<file path="src/rtl/alu_bist_seq.sv">
// BIST pattern sequencer and MISR response checker for the ALU.
// Optional abort input is enabled by defining ALU_BIST_ABORT_EN.
module alu_bist_seq #(
    parameter int unsigned               DATA_W        = 8,
    parameter int unsigned               OP_W          = 3,
    parameter int unsigned               NUM_PATTERNS  = 256,
    parameter logic [2*DATA_W-1:0]       LFSR_SEED     = 16'hACE1,
    parameter logic [2*DATA_W-1:0]       LFSR_POLY     = 16'hB400,
    parameter logic [DATA_W-1:0]         MISR_POLY     = 8'hB8,
    parameter logic [DATA_W-1:0]         GOLDEN_SIG    = 8'h00,
    parameter int unsigned               DRAIN_TIMEOUT = 64
) (
    input  logic              clk,
    input  logic              reset,
    input  logic              bist_start,
`ifdef ALU_BIST_ABORT_EN
    input  logic              bist_abort,
`endif
    output logic [DATA_W-1:0] alu_a,
    output logic [DATA_W-1:0] alu_b,
    output logic [OP_W-1:0]   alu_op,
    output logic              alu_valid,
    input  logic [DATA_W-1:0] alu_result,
    input  logic              alu_result_valid,
    output logic              bist_busy,
    output logic              bist_done,
    output logic              bist_pass,
    output logic              bist_fail,
    output logic [DATA_W-1:0] signature
);

    localparam int unsigned LW    = 2 * DATA_W;
    localparam int unsigned TMO_W = $clog2(DRAIN_TIMEOUT + 1);
    localparam logic [15:0]      NUM_P    = 16'(NUM_PATTERNS);
    localparam logic [TMO_W-1:0] TMO_LAST = TMO_W'(DRAIN_TIMEOUT - 1);

    typedef enum logic [2:0] {
        S_IDLE, S_INIT, S_RUN, S_DRAIN, S_COMPARE, S_DONE
    } state_t;

    state_t            state;
    logic              start_prev;
    logic              start_edge;
    logic [LW-1:0]     lfsr;
    logic [OP_W-1:0]   op;
    logic [15:0]       issue_cnt;
    logic [15:0]       recv_cnt;
    logic [TMO_W-1:0]  tmo_cnt;

    function automatic logic [LW-1:0] lfsr_step(input logic [LW-1:0] v);
        return (v >> 1) ^ (v[0] ? LFSR_POLY : '0);
    endfunction

    function automatic logic [DATA_W-1:0] misr_step(input logic [DATA_W-1:0] s,
                                                     input logic [DATA_W-1:0] r);
        return ({s[DATA_W-2:0], 1'b0} ^ (s[DATA_W-1] ? MISR_POLY : '0)) ^ r;
    endfunction

    assign start_edge = bist_start & ~start_prev;

    always_ff @(posedge clk) begin
        if (reset) begin
            state      <= S_IDLE;
            start_prev <= 1'b0;
            lfsr       <= '0;
            op         <= '0;
            issue_cnt  <= '0;
            recv_cnt   <= '0;
            tmo_cnt    <= '0;
            signature  <= '0;
            alu_a      <= '0;
            alu_b      <= '0;
            alu_op     <= '0;
            alu_valid  <= 1'b0;
            bist_busy  <= 1'b0;
            bist_done  <= 1'b0;
            bist_pass  <= 1'b0;
            bist_fail  <= 1'b0;
        end else begin
            start_prev <= bist_start;

            // Compaction stops at NUM_PATTERNS so late or stray results cannot disturb the signature.
            if ((state == S_RUN || state == S_DRAIN) && alu_result_valid && recv_cnt < NUM_P) begin
                signature <= misr_step(signature, alu_result);
                recv_cnt  <= recv_cnt + 16'd1;
            end

            case (state)
                S_IDLE, S_DONE: begin
                    if (start_edge) begin
                        state     <= S_INIT;
                        lfsr      <= LFSR_SEED;
                        op        <= '0;
                        issue_cnt <= '0;
                        recv_cnt  <= '0;
                        signature <= '0;
                        bist_busy <= 1'b1;
                        bist_done <= 1'b0;
                        bist_pass <= 1'b0;
                        bist_fail <= 1'b0;
                    end
                end
                S_INIT, S_RUN: begin
                    if (state == S_RUN && issue_cnt == NUM_P) begin
                        state     <= S_DRAIN;
                        alu_valid <= 1'b0;
                        tmo_cnt   <= '0;
                    end else begin
                        // Vector for the next cycle is registered here, so RUN lasts NUM_PATTERNS cycles.
                        state     <= S_RUN;
                        alu_valid <= 1'b1;
                        alu_a     <= lfsr[LW-1:DATA_W];
                        alu_b     <= lfsr[DATA_W-1:0];
                        alu_op    <= op;
                        lfsr      <= lfsr_step(lfsr);
                        op        <= op + 1'b1;
                        issue_cnt <= issue_cnt + 16'd1;
                    end
                end
                S_DRAIN: begin
                    if (recv_cnt == NUM_P) begin
                        state <= S_COMPARE;
                    end else if (tmo_cnt == TMO_LAST) begin
                        state     <= S_DONE;
                        bist_busy <= 1'b0;
                        bist_done <= 1'b1;
                        bist_pass <= 1'b0;
                        bist_fail <= 1'b1;
                    end else begin
                        tmo_cnt <= tmo_cnt + 1'b1;
                    end
                end
                S_COMPARE: begin
                    state     <= S_DONE;
                    bist_busy <= 1'b0;
                    bist_done <= 1'b1;
                    bist_pass <= (signature == GOLDEN_SIG);
                    bist_fail <= (signature != GOLDEN_SIG);
                end
                default: state <= S_IDLE;
            endcase

`ifdef ALU_BIST_ABORT_EN
            if (bist_abort && (state == S_INIT || state == S_RUN ||
                               state == S_DRAIN || state == S_COMPARE)) begin
                state     <= S_DONE;
                alu_valid <= 1'b0;
                bist_busy <= 1'b0;
                bist_done <= 1'b1;
                bist_pass <= 1'b0;
                bist_fail <= 1'b1;
            end
`endif
        end
    end

endmodule
</file>
<file path="config.mk">
export PLATFORM = sky130hd
export DESIGN_NAME = alu_bist_seq
export DESIGN_NICKNAME = d
export VERILOG_FILES = /design/src/rtl/alu_bist_seq.sv
export SDC_FILE = /design/constraint.sdc
export NUM_CORES = 1
export LEC_CHECK = 0
export BUFFER_PORTS_ARGS = -buffer_cell sky130_fd_sc_hd__buf_2
export CAP_MARGIN = 20
export CORE_MARGIN = 4
export CORE_UTILIZATION = 53
export CTS_BUF_LIST = sky130_fd_sc_hd__clkbuf_2 sky130_fd_sc_hd__clkbuf_4 sky130_fd_sc_hd__clkbuf_8
export DETAILED_ROUTE_END_ITERATION = 7
export GPL_ROUTABILITY_DRIVEN = 1
export PLACE_DENSITY_LB_ADDON = 0.2
export SYNTH_ARGS = -nofsm -noshare
export SYNTH_HDL_FRONTEND = slang
export SYNTH_SLANG_ARGS = --single-unit
</file>
<file path="constraint.sdc">
create_clock -name clk -period 1.9 [get_ports clk]
set_input_delay 0.19 -clock clk [delete_from_list [all_inputs] [get_ports clk]]
set_output_delay 0.19 -clock clk [all_outputs]
set_load 0.02 [all_outputs]
</file>
== After elaboration in Yosys (flattened, before gate mapping) ==
Cells that the tools add are included.
Storage, ports and cells
  register bits: 94
  bits of input ports: 12
  output and inout port bits: 32
  logic and storage cells: 96
Cells by class
  $add $sub $neg: 4
  order comparisons: 1
  equality and inequality tests: 15
  mux-type cells: 37
  bitwise logic cells: 6
  reductions and logical operators: 17
Operators with widths (number)
  16-bit two-way mux: 8
  16-bit case mux with 2 select lines: 2
  16-bit by 1-bit adder with 16-bit output (second input constant): 2
  16-bit by 9-bit equality test with 1-bit output (second input constant): 2
  8-bit two-way mux: 4
  7-bit two-way mux: 3
  16-bit by 9-bit < comparator with 1-bit output (second input constant): 1
  15-bit by 16-bit XOR with 16-bit output: 1
  8-bit XOR: 2
  3-bit two-way mux: 5
  7-bit case mux with 2 select lines: 1
  1-bit case mux with 3 select lines: 4
  3-bit case mux with 4 select lines: 1
  2-bit inequality test (second input constant): 5
  8-bit zero test: 1
  1-bit two-way mux: 8
  4-bit AND reduction: 2
  8-bit nonzero test: 1
  7-bit by 1-bit adder with 7-bit output (second input constant): 1
  7-bit by 6-bit equality test with 1-bit output (second input constant): 1
  3-bit by 2-bit equality test with 1-bit output (second input constant): 2
  3-bit equality test (second input constant): 2
  3-bit case mux with 2 select lines: 1
  2-bit AND reduction: 2
  13 further kinds: 18

== Longest topological paths before layout ==
  depth after elaboration: 7
  mapped depth: 9
  depth with buffers taken out: 7

== Worst setup path before layout ==
Ideal clock, no wire load.
  kind: register -> register
  start: register issue_cnt[0]
  end: register issue_cnt[10]
  setup time: 0.070 ns
  arrival time: 1.799 ns
  required time: 1.830 ns
  path slack: 0.031 ns
  cell stages (with the launch flop): 10
  buffers on the path: 2
  clock period less this slack: 1.869 ns
  path through: dfxtp_1 -> inv_1 -> ha_1 -> nor4b_1 -> nand4_1 -> a211oi_2 -> buf_6 -> buf_6 -> o31ai_1 -> a21oi_1
On the way
  cells in the longest elaborated chain, start to end: 4
  elaborated cells on any way between the ends: 7
  classes of those cells: 1 x add/sub; 2 x eq/ne; 2 x mux; 2 x reduce/logical
Ends and longest elaborated chain
  start, declared: line 46  | logic [15:0] issue_cnt;
  start signal, assigned: line 117  | issue_cnt <= issue_cnt + 16'd1;
  branches (longest 4 deep; another with 16-bit by 1-bit adder with 16-bit output)
Parallel ways; which one is timed is not known. The select of a mux whose other input is x is not followed.
A chain may end at the register's enable or synchronous reset.

== Worst setup path in the final report ==
  start: register issue_cnt[7]
  end: register lfsr[5]
On the way
  cells in the longest elaborated chain, start to end: 4
Ends and longest elaborated chain
  16-bit by 9-bit equality test with 1-bit output: line 104  | if (state == S_RUN && issue_cnt == NUM_P) begin
  1-bit logical AND: line 104
  2-bit inequality test (no source line)
  3-bit AND reduction (no source line)
  end signal, assigned: line 115  | lfsr <= lfsr_step(lfsr);
  end, declared: line 44  | logic [LW-1:0] lfsr;
No other way between the ends.

==> out/metrics.yaml <==
status: "finished, final reports clean"
clk_path_buf_depth: 2
placed_cells: 625
crit_required_ns: 2.17
htree_num_levels: 3
ys_types: 50
area_delta_synth_final_pct: 22.4
synth.area.top_cells: "dfxtp_1 (47%), a21oi_1 (6.6%), nand2_1 (6.3%), nor2_1 (3.7%), xor2_1 (2.9%)"
fin_crit_sh_pct: 97.4
fin_total_pwr_uw: 3850
vias_per_cell: 5.41
vias: 3489
gp_congestion: 0.808
cap_violations: 0
yosysSeqAreaShare_pct: 47.5
hold_path_class: "input pin to register"
dieArea_sq_um: 8930
antenna_found_initial: 0
start_util_pct: 54.6
portBuffers: 43
drive_above_1_share_pct: 23.4
nets: 560
die_w_um: 94.5
synth_area_sq_um: 3960
multi_input_area_sq_um: 2040
finish.utilization_pct: 66.9
p_leak_uw: 0.00187
layout.cells.non_filler: 645
ys_ff_latch: 94
max_stage_delay_ns: 0.37
grt_first_pass_wirelength_um: 14400
drtIter0Drc: 141
hold_violations: 0
endpoint_kind: "register"
yosysWarnings: 0
relSlewSlack_pct: 63.8
async_flop_share_pct: 0
synth.avg_cell_area_sq_um: 8.52
maxSlewViolCount: 0
worstPathCellList: "nor4b_4, buf_4, nand4_1, buf_4, a211o_4, o22ai_1, nor2_1"
drt-total-wl_um: 8690
tightest_slew_ns: 0.540
drc: 0
cts_sinks: 94
synthTopCellsByCount: "dfxtp_1 (94), nand2_1 (66), a21oi_1 (52)"
fill_cells: 632
postRouteAntennaNets: 0
routedWlPerCell_um: 13.5
crit_top_cell: "buf_4"
cpMaxStageDelayCell: "a211o_4"
synth_cells: 465
cp_max_fo: 8
cts-hold-fix-buffers: 0
power_density_nw_per_um2: 794
yosysMostFrequentCell: "dfxtp_1"
clock_skew_ns: 0.00850
grt_usage_pct: 19.9
die_y_um: 94.5
setup_viol: 0
max_freq_mhz: 541
path_class: "register to register"
dr.pass1.iters: 4
irDropWorstVdd_uv: 470
finalSetupTns_ns: 0
rsz0062_at_grt: "yes"
synth_nets: 484
clkTransAtPathRegs_ns: 0.10
hpwl_um: 5870
final-seq-area_sq_um: 1890
io_pins: 44
synth_edf_count: 0
clkLatencyLatePin_ns: 0.37
crit_buf_inv: 2
grt_pass1_vias: 3265
ys.flop_type: "dfxtp_1"
post-synth-top-area-cell: "dfxtp_1"
cts_buffers: 9
crit_family: "compound AO/OA/AOI/OAI gates"
num_rows: 31
fin_crit_ns: 1.85
start_kind: "register"
cts.root.buffer_cell: "clkbuf_8"
critPathArrivalTime_ns: 2.12
core_area_sq_um: 7250
grt_max_degree: 32
diodes: 0
cts_tree: "done"
hold_ws_ns: 0.0529
grt_overflow: 0
netlist.area_leader.share_pct: 47.5
worst min-delay path, stage by stage:
cell and delay [ns]:
buf_2 0.10, nand2_1 0.05, a21oi_1 0.05
metal layers:
layer  part of all wire (%)  global-route usage, %  wire [um]  up-vias
met3                    3.4                   2.95        298       14
met4                    1.8                   9.38        157        0
met5                      0                      0          0        -
met2                     49                   32.6       4230       58
met1                     46                   25.9       4000     1627
li1                       -                      -          -     1790
placed cells by master, fill, tap and decap left out, types with 5 or more instances in the layout:
master	instances
o31ai_1	6
xor2_1	13
and3_1	7
nor2_1	39
a21oi_1	50
a211oi_1	5
xnor2_1	8
or3_1	13
inv_1	13
and2_1	7
nand4_1	7
ha_1	7
buf_4	42
buf_2	43
nand3_1	20
nor3_1	8
o21ai_0	10
nand2_1	66
o22ai_1	7
clkbuf_8	9
dfxtp_1	91
layout make-up:
| class | count | share of cell area, % |
|---|---|---|
| multi-input combinational | 336 | 42.0 |
| sequential | 94 | 38.9 |
| timing repair buffer | 87 | 11.8 |
| clock buffer | 9 | 2.55 |
| tap | 99 | 2.55 |
| clock inverter | 7 | 1.29 |
| inverter | 13 | 1.01 |
worst paths after layout:
kind | from | end | slack (ns) | cells past startpoint
worst max-delay path | issue_cnt[7] | lfsr[5] | 0.05 | 7
worst max register to register | issue_cnt[7] | lfsr[5] | 0.05 | 7
worst min register to register | alu_a[6] | alu_a[6] | 0.46 | 2
worst min-delay path | alu_result[0] | signature[0] | 0.05 | 3
flip-flops by register name (all words and copies together), names as in the netlist:
signal	cells
alu_a	8
alu_b	8
alu_op	3
alu_valid	1
bist_busy	1
bist_done	1
bist_fail	1
bist_pass	1
issue_cnt	16
lfsr	16
op	3
recv_cnt	16
signature	8
start_prev	1
state	3
tmo_cnt	7
cell families (layout without fill, tap and decap cells):
group                    after synthesis  count (layout)  share of synthesized area, %
flip-flops                            94              94                          47.5
AO/OA/AOI/OAI                        105             106                          15.8
AND/OR/NAND/NOR                      199             199                          24.8
buffers and inverters                 36             116                          4.23
multiplexers                           2               2                         0.505
XOR/XNOR                              21              21                          4.64
adder cells (fa/ha/maj)                8               8                          2.46
where the power goes:
group	total, uW	internal [uW]	switching (uW)	leakage [uW]
sequential	2090	2040	52.7	0.000763
clock	1270	502	764	0.0000863
combinational	496	206	289	0.00102
total	3850	2740	1110	0.00187
stage by stage:
| stage | instance area, sq um | setup WS [ns] |
|---|---|---|
| global placement | 4520 | -0.108 |
| global route | 4850 | -0.0670 |
| CTS | 4730 | 0.00921 |
| floorplan | 3960 | 0.0307 |
| detailed placement | 4520 | -0.226 |
| finish | 4850 | 0.0500 |
repair_timing:
item                                    4_1_cts  5_1_grt
pin swaps                                     0        7
setup buffers                                 0        3
resized for setup                             5       19
endpoints found under the setup margin       48       68
cloned                                        0        1
Power figures use the tool's default switching activity.
